### src/rtl/multicycle_sequencer_pkg.sv
// Shared types for the RV32I multicycle sequencer: state encoding, datapath
// select enums, the decoder bundle and mcause codes.
package multicycle_sequencer_pkg;

  typedef enum logic [1:0] {FETCH, EXECUTE, MEM, TRAP} seq_state_t;

  typedef enum logic {MEM_RD_ADDR_SEL_PC, MEM_RD_ADDR_SEL_ALU_OUT} mem_rd_addr_sel_t;

  typedef enum logic [2:0] {
    MEM_ACCESS_SIZE_BYTE, MEM_ACCESS_SIZE_HALF, MEM_ACCESS_SIZE_WORD,
    MEM_ACCESS_SIZE_BYTE_U, MEM_ACCESS_SIZE_HALF_U
  } mem_access_size_t;

  typedef enum logic [1:0] {
    NEXT_PC_SEL_PC_PLUS_4, NEXT_PC_SEL_ALU_OUT, NEXT_PC_SEL_COND_BRANCH, NEXT_PC_SEL_TRAP_VECTOR
  } next_pc_sel_t;

  typedef enum logic [1:0] {
    REGFILE_IN_SEL_ALU_OUT, REGFILE_IN_SEL_MEM_RD, REGFILE_IN_SEL_PC_PLUS_4, REGFILE_IN_SEL_CSR_RD
  } regfile_in_sel_t;

  typedef enum logic [3:0] {
    ALU_OP_ADD, ALU_OP_SUB, ALU_OP_SLL, ALU_OP_SLT, ALU_OP_SLTU,
    ALU_OP_XOR, ALU_OP_SRL, ALU_OP_SRA, ALU_OP_OR, ALU_OP_AND
  } alu_op_t;

  typedef enum logic [1:0] {ALU_IN1_SEL_RS1, ALU_IN1_SEL_PC, ALU_IN1_SEL_ZERO} alu_in1_sel_t;
  typedef enum logic {ALU_IN2_SEL_RS2, ALU_IN2_SEL_IMM} alu_in2_sel_t;

  typedef enum logic [2:0] {
    COMPARE_UNIT_OP_EQ, COMPARE_UNIT_OP_NE, COMPARE_UNIT_OP_LT,
    COMPARE_UNIT_OP_GE, COMPARE_UNIT_OP_LTU, COMPARE_UNIT_OP_GEU
  } compare_unit_op_t;

  localparam logic [3:0] CAUSE_FETCH_FAULT = 4'd1;
  localparam logic [3:0] CAUSE_ILLEGAL     = 4'd2;
  localparam logic [3:0] CAUSE_BREAKPOINT  = 4'd3;
  localparam logic [3:0] CAUSE_LOAD_FAULT  = 4'd5;
  localparam logic [3:0] CAUSE_STORE_FAULT = 4'd7;
  localparam logic [3:0] CAUSE_ECALL_M     = 4'd11;

  typedef struct packed {
    next_pc_sel_t     next_pc_sel;
    regfile_in_sel_t  regfile_in_sel;
    alu_op_t          alu_op;
    alu_in1_sel_t     alu_in1_sel;
    alu_in2_sel_t     alu_in2_sel;
    compare_unit_op_t compare_unit_op;
    mem_access_size_t rd_size;
    mem_access_size_t wr_size;
    logic rf_we, csr_we, mem_we, is_load, is_store, illegal, ecall, ebreak;
  } dec_t;

  function automatic alu_op_t alu_op_from_f3(input logic [2:0] f3, input logic alt);
    case (f3)
      3'd0:    return alt ? ALU_OP_SUB : ALU_OP_ADD;
      3'd1:    return ALU_OP_SLL;
      3'd2:    return ALU_OP_SLT;
      3'd3:    return ALU_OP_SLTU;
      3'd4:    return ALU_OP_XOR;
      3'd5:    return alt ? ALU_OP_SRA : ALU_OP_SRL;
      3'd6:    return ALU_OP_OR;
      default: return ALU_OP_AND;
    endcase
  endfunction

endpackage

### src/rtl/multicycle_sequencer_if.sv
// Memory handshake bundle between the sequencer (master) and memory (slave).
interface multicycle_sequencer_if;
  import multicycle_sequencer_pkg::*;

  logic             mem_rd_req_o;
  logic             mem_wr_req_o;
  mem_rd_addr_sel_t mem_rd_addr_sel_o;
  mem_access_size_t mem_rd_size_o;
  mem_access_size_t mem_wr_size_o;
  logic             mem_rd_ready_i;
  logic             mem_wr_ready_i;

  modport master (
    output mem_rd_req_o, mem_wr_req_o, mem_rd_addr_sel_o, mem_rd_size_o, mem_wr_size_o,
    input  mem_rd_ready_i, mem_wr_ready_i
  );
  modport slave (
    input  mem_rd_req_o, mem_wr_req_o, mem_rd_addr_sel_o, mem_rd_size_o, mem_wr_size_o,
    output mem_rd_ready_i, mem_wr_ready_i
  );
endinterface

### src/rtl/multicycle_sequencer_instr_decoder.sv
// Combinational RV32I decoder: datapath selects plus raw write intents.
// Any illegal encoding has every side effect cleared so it can retire as a NOP.
module instr_decoder
  import multicycle_sequencer_pkg::*;
(
  input  logic [31:0] ir_i,
  output dec_t        dec_o
);
  logic [6:0] opc, f7;
  logic [2:0] f3;
  assign opc = ir_i[6:0];
  assign f3  = ir_i[14:12];
  assign f7  = ir_i[31:25];

  always_comb begin
    dec_o             = '0;
    dec_o.alu_in2_sel = ALU_IN2_SEL_IMM;
    dec_o.rd_size     = MEM_ACCESS_SIZE_WORD;
    dec_o.wr_size     = MEM_ACCESS_SIZE_WORD;
    case (opc)
      7'b0110111: begin dec_o.rf_we = 1'b1; dec_o.alu_in1_sel = ALU_IN1_SEL_ZERO; end
      7'b0010111: begin dec_o.rf_we = 1'b1; dec_o.alu_in1_sel = ALU_IN1_SEL_PC; end
      7'b1101111, 7'b1100111: begin
        dec_o.illegal        = (opc == 7'b1100111) && (f3 != 3'd0);
        dec_o.rf_we          = 1'b1;
        dec_o.alu_in1_sel    = (opc == 7'b1101111) ? ALU_IN1_SEL_PC : ALU_IN1_SEL_RS1;
        dec_o.regfile_in_sel = REGFILE_IN_SEL_PC_PLUS_4;
        dec_o.next_pc_sel    = NEXT_PC_SEL_ALU_OUT;
      end
      7'b1100011: begin
        dec_o.illegal         = (f3 == 3'd2) || (f3 == 3'd3);
        dec_o.alu_in1_sel     = ALU_IN1_SEL_PC;
        dec_o.next_pc_sel     = NEXT_PC_SEL_COND_BRANCH;
        dec_o.compare_unit_op = compare_unit_op_t'(f3[2] ? f3 - 3'd2 : f3);
      end
      7'b0000011: begin
        dec_o.illegal        = (f3 == 3'd3) || (f3 > 3'd5);
        dec_o.is_load        = 1'b1;
        dec_o.rf_we          = 1'b1;
        dec_o.regfile_in_sel = REGFILE_IN_SEL_MEM_RD;
        dec_o.rd_size        = f3[2] ? (f3[0] ? MEM_ACCESS_SIZE_HALF_U : MEM_ACCESS_SIZE_BYTE_U)
                                     : mem_access_size_t'({1'b0, f3[1:0]});
      end
      7'b0100011: begin
        dec_o.illegal  = f3 > 3'd2;
        dec_o.is_store = 1'b1;
        dec_o.mem_we   = 1'b1;
        dec_o.wr_size  = mem_access_size_t'({1'b0, f3[1:0]});
      end
      7'b0010011: begin
        dec_o.illegal = ((f3 == 3'd1) && (f7 != 7'd0)) ||
                        ((f3 == 3'd5) && ((f7 & 7'b1011111) != 7'd0));
        dec_o.rf_we   = 1'b1;
        dec_o.alu_op  = alu_op_from_f3(f3, (f3 == 3'd5) && f7[5]);
      end
      7'b0110011: begin
        dec_o.illegal     = ((f7 & 7'b1011111) != 7'd0) || (f7[5] && (f3 != 3'd0) && (f3 != 3'd5));
        dec_o.rf_we       = 1'b1;
        dec_o.alu_in2_sel = ALU_IN2_SEL_RS2;
        dec_o.alu_op      = alu_op_from_f3(f3, f7[5]);
      end
      7'b0001111: dec_o.illegal = f3 > 3'd1;
      7'b1110011: begin
        if (f3 == 3'd0) begin
          dec_o.ecall   = ir_i == 32'h0000_0073;
          dec_o.ebreak  = ir_i == 32'h0010_0073;
          dec_o.illegal = !(dec_o.ecall || dec_o.ebreak);
        end else if (f3 == 3'd4) begin
          dec_o.illegal = 1'b1;
        end else begin
          dec_o.rf_we          = 1'b1;
          dec_o.csr_we         = 1'b1;
          dec_o.regfile_in_sel = REGFILE_IN_SEL_CSR_RD;
        end
      end
      default: dec_o.illegal = 1'b1;
    endcase
    if (dec_o.illegal) begin
      dec_o.rf_we       = 1'b0;
      dec_o.csr_we      = 1'b0;
      dec_o.mem_we      = 1'b0;
      dec_o.is_load     = 1'b0;
      dec_o.is_store    = 1'b0;
      dec_o.next_pc_sel = NEXT_PC_SEL_PC_PLUS_4;
    end
  end
endmodule

### src/rtl/multicycle_sequencer.sv
// RV32I multicycle FETCH/EXECUTE/MEM/TRAP sequencer with variable-latency
// memory handshake, bus timeout faults and state-gated decoder strobes.
module multicycle_sequencer
  import multicycle_sequencer_pkg::*;
#(
  parameter int unsigned MEM_TIMEOUT = 16,
  parameter bit          TRAP_EN     = 1'b1
)(
  input  logic                     clk_i,
  input  logic                     reset_ni,
  input  logic [31:0]              ir_i,
  multicycle_sequencer_if.master   mem,
  output logic                     pc_we_o,
  output logic                     ir_we_o,
  output logic                     regfile_we_o,
  output logic                     csr_we_o,
  output next_pc_sel_t             next_pc_sel_o,
  output regfile_in_sel_t          regfile_in_sel_o,
  output alu_op_t                  alu_op_o,
  output alu_in1_sel_t             alu_in1_sel_o,
  output alu_in2_sel_t             alu_in2_sel_o,
  output compare_unit_op_t         compare_unit_op_o,
  output logic                     trap_o,
  output logic [3:0]               trap_cause_o,
  output logic                     instret_o
);
  localparam int unsigned COUNT_W = (MEM_TIMEOUT > 0) ? $clog2(MEM_TIMEOUT + 1) : 1;
  localparam logic [COUNT_W-1:0] LAST_WAIT = COUNT_W'((MEM_TIMEOUT > 0) ? MEM_TIMEOUT - 1 : 0);

  seq_state_t         state_q, state_d;
  logic [COUNT_W-1:0] cnt_q, cnt_d;
  logic [3:0]         cause_q, cause_d;
  logic               expired, mem_ready;
  dec_t               dec;

  instr_decoder u_dec (.ir_i(ir_i), .dec_o(dec));

  assign regfile_in_sel_o  = dec.regfile_in_sel;
  assign alu_op_o          = dec.alu_op;
  assign alu_in1_sel_o     = dec.alu_in1_sel;
  assign alu_in2_sel_o     = dec.alu_in2_sel;
  assign compare_unit_op_o = dec.compare_unit_op;
  assign mem.mem_rd_size_o = dec.rd_size;
  assign mem.mem_wr_size_o = dec.wr_size;
  assign trap_cause_o      = cause_q;

  // Expiry only matters when ready is still low; ready in that cycle wins.
  assign expired = (MEM_TIMEOUT > 0) && TRAP_EN && (cnt_q == LAST_WAIT);

  always_ff @(posedge clk_i) begin
    if (!reset_ni) begin
      state_q <= FETCH;
      cnt_q   <= '0;
      cause_q <= '0;
    end else begin
      state_q <= state_d;
      cnt_q   <= cnt_d;
      cause_q <= cause_d;
    end
  end

  always_comb begin
    state_d               = state_q;
    cause_d               = cause_q;
    mem_ready             = 1'b0;
    mem.mem_rd_req_o      = 1'b0;
    mem.mem_wr_req_o      = 1'b0;
    mem.mem_rd_addr_sel_o = MEM_RD_ADDR_SEL_PC;
    pc_we_o               = 1'b0;
    ir_we_o               = 1'b0;
    regfile_we_o          = 1'b0;
    csr_we_o              = 1'b0;
    trap_o                = 1'b0;
    instret_o             = 1'b0;
    next_pc_sel_o         = dec.next_pc_sel;
    unique case (state_q)
      FETCH: begin
        mem.mem_rd_req_o = 1'b1;
        if (mem.mem_rd_ready_i) begin
          ir_we_o = 1'b1;
          state_d = EXECUTE;
        end else if (expired) begin
          state_d = TRAP;
          cause_d = CAUSE_FETCH_FAULT;
        end
      end
      EXECUTE: begin
        if (TRAP_EN && (dec.illegal || dec.ecall || dec.ebreak)) begin
          state_d = TRAP;
          cause_d = dec.illegal ? CAUSE_ILLEGAL : (dec.ecall ? CAUSE_ECALL_M : CAUSE_BREAKPOINT);
        end else if (dec.is_load || dec.is_store) begin
          state_d = MEM;
        end else begin
          pc_we_o      = 1'b1;
          regfile_we_o = dec.rf_we;
          csr_we_o     = dec.csr_we;
          instret_o    = 1'b1;
          state_d      = FETCH;
        end
      end
      MEM: begin
        mem.mem_rd_req_o = dec.is_load;
        mem.mem_wr_req_o = dec.mem_we;
        if (dec.is_load) mem.mem_rd_addr_sel_o = MEM_RD_ADDR_SEL_ALU_OUT;
        mem_ready = dec.is_load ? mem.mem_rd_ready_i : mem.mem_wr_ready_i;
        if (mem_ready) begin
          pc_we_o      = 1'b1;
          regfile_we_o = dec.is_load;
          instret_o    = 1'b1;
          state_d      = FETCH;
        end else if (expired) begin
          state_d = TRAP;
          cause_d = dec.is_load ? CAUSE_LOAD_FAULT : CAUSE_STORE_FAULT;
        end
      end
      TRAP: begin
        pc_we_o       = 1'b1;
        next_pc_sel_o = NEXT_PC_SEL_TRAP_VECTOR;
        trap_o        = 1'b1;
        state_d       = FETCH;
      end
      default: state_d = FETCH;
    endcase
    cnt_d = (state_d != state_q) ? '0 : cnt_q + COUNT_W'(1);
    // Reset drops every request and strobe in the same cycle, not one edge later.
    if (!reset_ni) begin
      mem.mem_rd_req_o = 1'b0;
      mem.mem_wr_req_o = 1'b0;
      pc_we_o          = 1'b0;
      ir_we_o          = 1'b0;
      regfile_we_o     = 1'b0;
      csr_we_o         = 1'b0;
      trap_o           = 1'b0;
      instret_o        = 1'b0;
    end
  end
endmodule

### src/flat_wrapper.sv
// flat-port wrapper written by rule: the top's interface ports become plain ports
module multicycle_sequencer_flat import multicycle_sequencer_pkg::*;
#(
  parameter int unsigned MEM_TIMEOUT = 16,
  parameter bit          TRAP_EN     = 1'b1
)
  (clk_i, reset_ni, ir_i, pc_we_o, ir_we_o, regfile_we_o, csr_we_o, next_pc_sel_o, regfile_in_sel_o, alu_op_o, alu_in1_sel_o, alu_in2_sel_o, compare_unit_op_o, trap_o, trap_cause_o, instret_o, mem_mem_rd_req_o, mem_mem_wr_req_o, mem_mem_rd_addr_sel_o, mem_mem_rd_size_o, mem_mem_wr_size_o, mem_mem_rd_ready_i, mem_mem_wr_ready_i);
  multicycle_sequencer_if mem_i ();
  input  logic clk_i;
  input  logic reset_ni;
  input  logic [31:0] ir_i;
  output logic pc_we_o;
  output logic ir_we_o;
  output logic regfile_we_o;
  output logic csr_we_o;
  output next_pc_sel_t next_pc_sel_o;
  output regfile_in_sel_t regfile_in_sel_o;
  output alu_op_t alu_op_o;
  output alu_in1_sel_t alu_in1_sel_o;
  output alu_in2_sel_t alu_in2_sel_o;
  output compare_unit_op_t compare_unit_op_o;
  output logic trap_o;
  output logic [3:0] trap_cause_o;
  output logic instret_o;
  output wire logic [$bits(mem_i.mem_rd_req_o)-1:0] mem_mem_rd_req_o;
  output wire logic [$bits(mem_i.mem_wr_req_o)-1:0] mem_mem_wr_req_o;
  output wire logic [$bits(mem_i.mem_rd_addr_sel_o)-1:0] mem_mem_rd_addr_sel_o;
  output wire logic [$bits(mem_i.mem_rd_size_o)-1:0] mem_mem_rd_size_o;
  output wire logic [$bits(mem_i.mem_wr_size_o)-1:0] mem_mem_wr_size_o;
  input wire logic [$bits(mem_i.mem_rd_ready_i)-1:0] mem_mem_rd_ready_i;
  input wire logic [$bits(mem_i.mem_wr_ready_i)-1:0] mem_mem_wr_ready_i;
  assign mem_mem_rd_req_o = mem_i.mem_rd_req_o;
  assign mem_mem_wr_req_o = mem_i.mem_wr_req_o;
  assign mem_mem_rd_addr_sel_o = mem_i.mem_rd_addr_sel_o;
  assign mem_mem_rd_size_o = mem_i.mem_rd_size_o;
  assign mem_mem_wr_size_o = mem_i.mem_wr_size_o;
  assign mem_i.mem_rd_ready_i = mem_mem_rd_ready_i;
  assign mem_i.mem_wr_ready_i = mem_mem_wr_ready_i;
  multicycle_sequencer #(.MEM_TIMEOUT(MEM_TIMEOUT), .TRAP_EN(TRAP_EN)) u_core (.clk_i(clk_i), .reset_ni(reset_ni), .ir_i(ir_i), .mem(mem_i), .pc_we_o(pc_we_o), .ir_we_o(ir_we_o), .regfile_we_o(regfile_we_o), .csr_we_o(csr_we_o), .next_pc_sel_o(next_pc_sel_o), .regfile_in_sel_o(regfile_in_sel_o), .alu_op_o(alu_op_o), .alu_in1_sel_o(alu_in1_sel_o), .alu_in2_sel_o(alu_in2_sel_o), .compare_unit_op_o(compare_unit_op_o), .trap_o(trap_o), .trap_cause_o(trap_cause_o), .instret_o(instret_o));
endmodule
### config.mk
export PLATFORM = sky130hd
export DESIGN_NAME = multicycle_sequencer_flat
export DESIGN_NICKNAME = d
export VERILOG_FILES = /design/src/rtl/multicycle_sequencer_pkg.sv /design/src/rtl/multicycle_sequencer_if.sv /design/src/rtl/multicycle_sequencer_instr_decoder.sv /design/src/rtl/multicycle_sequencer.sv /design/src/flat_wrapper.sv
export SDC_FILE = /design/constraint.sdc
export NUM_CORES = 1
export LEC_CHECK = 0
export ABC_AREA = 0
export CORE_MARGIN = 4
export CORE_UTILIZATION = 46
export CTS_CLUSTER_DIAMETER = 40
export DETAILED_ROUTE_END_ITERATION = 12
export PLACE_DENSITY = 0.85
export RECOVER_POWER = 25
export SETUP_SLACK_MARGIN = 0.3
export SYNTH_ARGS = -nofsm -noshare
export SYNTH_HDL_FRONTEND = slang
export SYNTH_SLANG_ARGS = --single-unit
### constraint.sdc
create_clock -name clk_i -period 9.24 [get_ports clk_i]
set_clock_uncertainty 0.1 [all_clocks]
set_input_delay 1.848 -clock clk_i [delete_from_list [all_inputs] [get_ports clk_i]]
set_output_delay 1.848 -clock clk_i [all_outputs]
set_load 0.05 [all_outputs]
==> out/metrics.yaml, run 1 <==
outcome: "complete, no violations"
yosys_warnings: 0
post-dp-hpwl_um: 3892
cts_setup_buffers: 0
synth.area.top_cells: "dfxtp_1 (14%), ha_1 (8.9%), nand2_1 (6.1%)"
postRouteAntennaNets: 0
synthFlopType: "dfxtp_1"
fin_total_pwr_uw: 201.4
fmax_mhz: 133.2
die_x_um: 65.94
whs_ns: 0.3602
layout-drive-gt1-share_pct: 4.676
hold_viol: 0
path_clk_slew_ns: 0.07
diodes: 0
first_pass_iters: 4
place_congestion: 0.9059
cts_buffers: 3
r2r_start: "u_core.state_q[0]$_SDFF_PN0_"
wire_per_inst_um: 14.92
cp-end-kind: "primary output"
root_buffer: "clkbuf_4"
grt_max_degree: 18
clk_latency_ns: 0.27
crit_type: "in -> out"
cts_buffer_depth: 2
worstPathArrival_ns: 5.56
min-delay-path-class: "reg -> reg"
grt_setup_unrepaired: "false"
floorplan.die_area_um2: 4347
grt_remaining_overflow: 0
syn_avg_cell_area_um2: 7.050
finalSetupViolations: 0
num_vias: 1833
p_per_area_nw_per_um2: 91.11
peakVddDrop_uv: 67.03
syn-num-nets: 266
ys_ff_latch: 11
syn_area_um2: 1544
start_util_pct: 49.36
drc: 0
synth_top_area_cell: "dfxtp_1"
holdPathStages: 2
tns_ns: 0
grt_pass1_vias: 1766
drtIter0Drc: 184
synth_cells: 219
reg2reg_to: "u_core.cnt_q[2]$_SDFF_PP0_"
antenna_found_initial: 0
vias_per_cell: 5.693
drv_slew: 0
period_needed_ns: 7.505
final_cell_area_um2: 2211
grtUsageTotal_pct: 23.35
worstRegToRegCells: 7
io_buffers: 67
path_max_fanout: 12
max_slew_margin_pct: 43.09
cts_tree: "done"
cp.required_ns: 7.29
min_period_over_period_pct: 81.22
worstHoldStart: "u_core.trap_cause_o[1]$_SDFFE_PN0P_"
area_growth_pct: 43.19
postPlaceCellArea_um2: 2206
async_flop_share_pct: 0
coreArea_um2: 3128
grt_pass1_wl_um: 8107
ys_seq_area_share_pct: 14.26
ioPinCount: 69
synth_top_cell_area_share_pct: 14.26
cts_sinks: 11
num-nets-final: 326
cts_resized: 0
ctsHtreeMaxLevel: 1
hold_path_end: "u_core.trap_cause_o[1]$_SDFFE_PN0P_"
ctsHoldBuffers: 0
synth_edf_count: 0
ys_types: 54
power.leakage_uw: 0.0009051
drt-total-wl_um: 4804
rows: 20
cap_violations: 0
tightest_slew_ns: 0.8485
cp-start-kind: "input port"
r2r_setup_slack_ns: 6.67
die_h_um: 65.94
-- Yosys cell counts (3+ instances only) --
| library cell | number |
|---|---|
| or4_1 | 3 |
| nand2_1 | 25 |
| nand3_1 | 8 |
| inv_1 | 14 |
| dfxtp_1 | 11 |
| a21boi_0 | 3 |
| o21ai_0 | 12 |
| a21o_1 | 3 |
| mux2i_1 | 3 |
| buf_2 | 6 |
| o32ai_1 | 3 |
| and2_1 | 7 |
| clkbuf_1 | 4 |
| nor4_1 | 11 |
| nand2b_1 | 9 |
| o211a_1 | 3 |
| a21oi_1 | 10 |
| a31oi_1 | 3 |
| nor3_1 | 6 |
| and3_1 | 8 |
| ha_1 | 11 |
| nor2_1 | 18 |
| nand4_1 | 3 |
-- worst max path at each step --
| stage | startpoint | to | depth (start not counted) | slack, ns |
|---|---|---|---|---|
| floorplan | ir_i[13] | regfile_we_o | 11 | 2.72 |
| global placement | ir_i[13] | csr_we_o | 11 | 1.92 |
| detailed placement | ir_i[13] | csr_we_o | 11 | 1.80 |
| CTS | ir_i[13] | csr_we_o | 11 | 1.79 |
| global route | ir_i[13] | csr_we_o | 11 | 1.47 |
| finish | ir_i[13] | csr_we_o | 11 | 1.74 |
-- per-stage QoR --
stage / std cells / setup WS, ns / util (%)
4_1_cts: 322 / 1.791 / 71.36
2_1_floorplan: 219 / 2.716 / -
3_3_place_gp: 318 / 1.923 / 70.52
3_5_place_dp: 318 / 1.796 / 70.52
6_report: 322 / 1.735 / 70.68
5_1_grt: 322 / 1.468 / 70.68
-- state kept, by name, indices dropped and copies added (netlist names) --
signal	count
u_core.trap_cause_o	4
u_core.state_q	2
u_core.cnt_q	5
-- where the power goes --
part / total [uW] / switching [uW] / internal (uW) / leakage [uW]
Sequential: 60.6 / 5.99 / 54.6 / 0.0000899
Combinational: 107 / 62.3 / 45.2 / 0.000800
Clock: 33.3 / 16.5 / 16.8 / 0.0000150
Total: 201 / 84.8 / 117 / 0.000905
-- per-layer routing --
metal | vias to the layer above | GRT usage, % | routed length, um
met4 | 0 | 2.538 | 14
met1 | 854 | 30.60 | 2193
met5 | - | 0 | 0
met3 | 2 | 5.612 | 309
met2 | 63 | 39.92 | 2287
li1 | 914 | - | -
-- logic make-up after synthesis --
family                   Yosys count  synth area share [%]
adder cells (fa/ha/maj)           11                 8.914
flip-flops                        11                 14.26
AND/OR/NAND/NOR                  110                 39.63
buffers and inverters             26                 7.536
multiplexers                       5                 3.646
other                              1                0.2429
XOR/XNOR                           3                 1.702
AO/OA/AOI/OAI                     52                 24.07
-- area by class of cell --
cell class              count  area (um^2)
clock buffers               4        26.28
fillers                   269        917.1
inverters                  14        52.55
multi-input cells         182         1186
flip-flops and latches     11        220.2
well taps                  44        55.05
repair buffers             67        670.6
-- critical path: stages --
cell,delay [ns]
dlygate4sd3_1,0.77
inv_1,0.21
ha_1,0.25
or2_2,0.28
a21oi_1,0.23
o32ai_1,0.11
a2bb2oi_1,0.27
and3b_1,0.33
and3_1,0.30
and3_1,0.18
clkdlybuf4s50_1,0.80
-- cell usage in the layout (no fill, tap or decap), drive strengths merged, types with 8 or more instances in the layout --
cell | netlist | routed
o21ai | 13 | 13
nand3 | 8 | 8
inv | 14 | 14
nor2 | 18 | 18
and3 | 8 | 8
dfxtp | 11 | 11
nor4 | 12 | 12
ha | 11 | 11
nand2 | 25 | 25
a21oi | 10 | 10
clkdlybuf4s50 | 0 | 62
nand2b | 9 | 9
No activity file was read; power rests on OpenSTA's default activity.
==> inputs of run 2 (changes only) <==
--- a/config.mk
+++ b/config.mk
@@ -7,10 +7,10 @@
 export LEC_CHECK = 0
 export ABC_AREA = 0
 export CORE_MARGIN = 4
-export CORE_UTILIZATION = 46
+export CORE_UTILIZATION = 38
 export CTS_CLUSTER_DIAMETER = 40
 export DETAILED_ROUTE_END_ITERATION = 12
-export PLACE_DENSITY = 0.85
+export PLACE_DENSITY = 0.75
 export RECOVER_POWER = 25
 export SETUP_SLACK_MARGIN = 0.3
 export SYNTH_ARGS = -nofsm -noshare
==> constraint.sdc (replaced) <==
create_clock -name clk_i -period 6.24 [get_ports clk_i]
set_clock_uncertainty 0.1 [all_clocks]
set_input_delay 1.248 -clock clk_i [delete_from_list [all_inputs] [get_ports clk_i]]
set_output_delay 1.248 -clock clk_i [all_outputs]
set_load 0.05 [all_outputs]
==> out/metrics.yaml, run 2 (same netlist as run 1, synthesis figures left out) <==
r2r_start: "u_core.state_q[1]$_SDFF_PN0_"
cp_cell_sequence: "dlygate4sd3_1 -> nand2_1 -> o21ai_0 -> a32oi_1 -> a2111oi_2 -> and3b_1 -> a21o_1 -> clkdlybuf4s50_1"
cp.required_ns: 4.89
root_buffer: "clkbuf_8"
slowest_stage: "dlygate4sd3_1"
power.internal_uw: 192.4
worstPathArrival_ns: 4.34
fillers: 374
die_h_um: 71.74
multi_input_area_um2: 1202
layout.cells.non_filler: 329
worstRegToRegCells: 7
grt_pass1_vias: 1627
die_x_um: 71.74
critPathLaunch: "ir_i[5]"
ctsHoldBuffers: 0
mostFrequentLayoutCell: "clkdlybuf4s50_1"
fmax_mhz: 175.7
r2r_setup_slack_ns: 3.80
wire_per_inst_um: 14.25
reg2reg_to: "u_core.trap_cause_o[3]$_SDFFE_PN0P_"
comb_power_share_pct: 49.7
grt_pass1_wl_um: 7693
worstHoldStart: "u_core.cnt_q[0]$_SDFF_PP0_"
floorplan.die_area_um2: 5147
drv_slew: 0
tightest_slew_ns: 0.7056
path_clk_slew_ns: 0.05
cts_sinks: 11
ctsHtreeMaxLevel: 1
clockPowerShare_pct: 22.2
hold_viol: 0
final_cell_area_um2: 2257
num_vias: 1763
slowest_delay_ns: 0.94
crit_family: "buffers and inverters"
switching_share_pct: 39.83
tns_ns: 0
drt-total-wl_um: 4688
cap_violations: 0
cts_buffer_depth: 2
path_max_fanout: 16
p_seq_share_pct: 28.1
met3_usage_pct: 2.244
cts_buffers: 3
grt_max_degree: 17
coreArea_um2: 3799
cp-start-kind: "input port"
power_switching_uw: 127.4
grt_setup_unrepaired: "false"
peakVddDrop_uv: 124.5
postRouteAntennaNets: 0
pre_cts_slack_ns: 0.6368
cp-end-kind: "primary output"
vias_per_cell: 5.359
drc: 0
place_inst: 325
cts_setup_buffers: 0
top_usage_layer: "met2"
diodes: 0
first_pass_iters: 4
hold_path_end: "u_core.cnt_q[0]$_SDFF_PP0_"
place_congestion: 0.9346
largest_register_ffs: 5
outcome: "complete, no violations"
antenna_found_initial: 0
postPlaceCellArea_um2: 2216
ioPinCount: 69
power.leakage_uw: 0.0009438
max_slew_margin_pct: 52.46
clk_latency_ns: 0.23
layout-drive-gt1-share_pct: 9.253
grt_remaining_overflow: 0
seq_area_um2: 220.2
crit_type: "in -> out"
num-nets-final: 329
gr-usage-met1_pct: 27.33
post-dp-hpwl_um: 3686
regMostFlops: "u_core.cnt_q"
min-delay-path-class: "reg -> reg"
rows: 22
grtUsageTotal_pct: 17.89
final_cell_mix: "clkdlybuf4s50_1 (55), nand2_1 (25), nor2_1 (18), inv_1 (14), o21ai_0 (12)"
finalSetupViolations: 0
start_util_pct: 40.65
io_buffers: 67
min_period_over_period_pct: 91.20
path_buf_inv: 2
drtIter0Drc: 149
cts_resized: 0
p_per_area_nw_per_um2: 141.7
area_growth_pct: 46.19
period_needed_ns: 5.691
grt_use_met2_pct: 27.35
setup_slack_ns: 0.5490
cts_tree: "done"
holdPathStages: 1
[run 2: power by group through the flow]
stage | Clock, uW | Sequential (uW) | Combinational [uW]
global route | 76.4 | 91.4 | 175
CTS | 72.2 | 90.0 | 161
floorplan | 0 | 100 | 97.1
global placement | 0 | 91.0 | 159
finish | 71.1 | 89.8 | 159
detailed placement | 0 | 91.1 | 160
[run 2: worst register-to-register path: stages (launching register included)]
cell and delay, ns:
dfxtp_1 0.46, inv_1 0.13, ha_1 0.37, inv_1 0.16
a22oi_1 0.09, or2_2 0.29, nor3b_1 0.50, mux2i_1 0.27
[run 2: through the flow]
step	util, %	hold WS (ns)	power [uW]
floorplan	-	0.3303	197.3
global placement	58.33	0.3500	249.7
detailed placement	58.33	0.3488	250.8
CTS	59.55	0.3565	322.9
global route	59.42	0.3832	342.5
finish	59.42	0.3542	319.8
[run 2: worst max-delay path by stage]
stage	to	slack [ns]	cells after the start
detailed placement	next_pc_sel_o[0]	0.64	10
global route	next_pc_sel_o[0]	0.27	8
global placement	next_pc_sel_o[1]	0.68	10
floorplan	regfile_we_o	0.92	11
CTS	next_pc_sel_o[0]	0.62	8
finish	next_pc_sel_o[0]	0.55	8
[run 2: area by class of cell]
class	count	area share, %
multi-input cells	182	53.27
repair buffers	70	29.93
flip-flops and latches	11	9.756
well taps	48	2.661
inverters	14	2.328
clock buffers	3	1.829
clock inverters	1	0.2217
[run 2: routing by layer]
metal | share of wire, % | vias to the layer above
met1 | 51 | 780
met5 | 0 | -
met2 | 43 | 58
met3 | 5.2 | 2
met4 | 0.32 | 0
li1 | - | 923
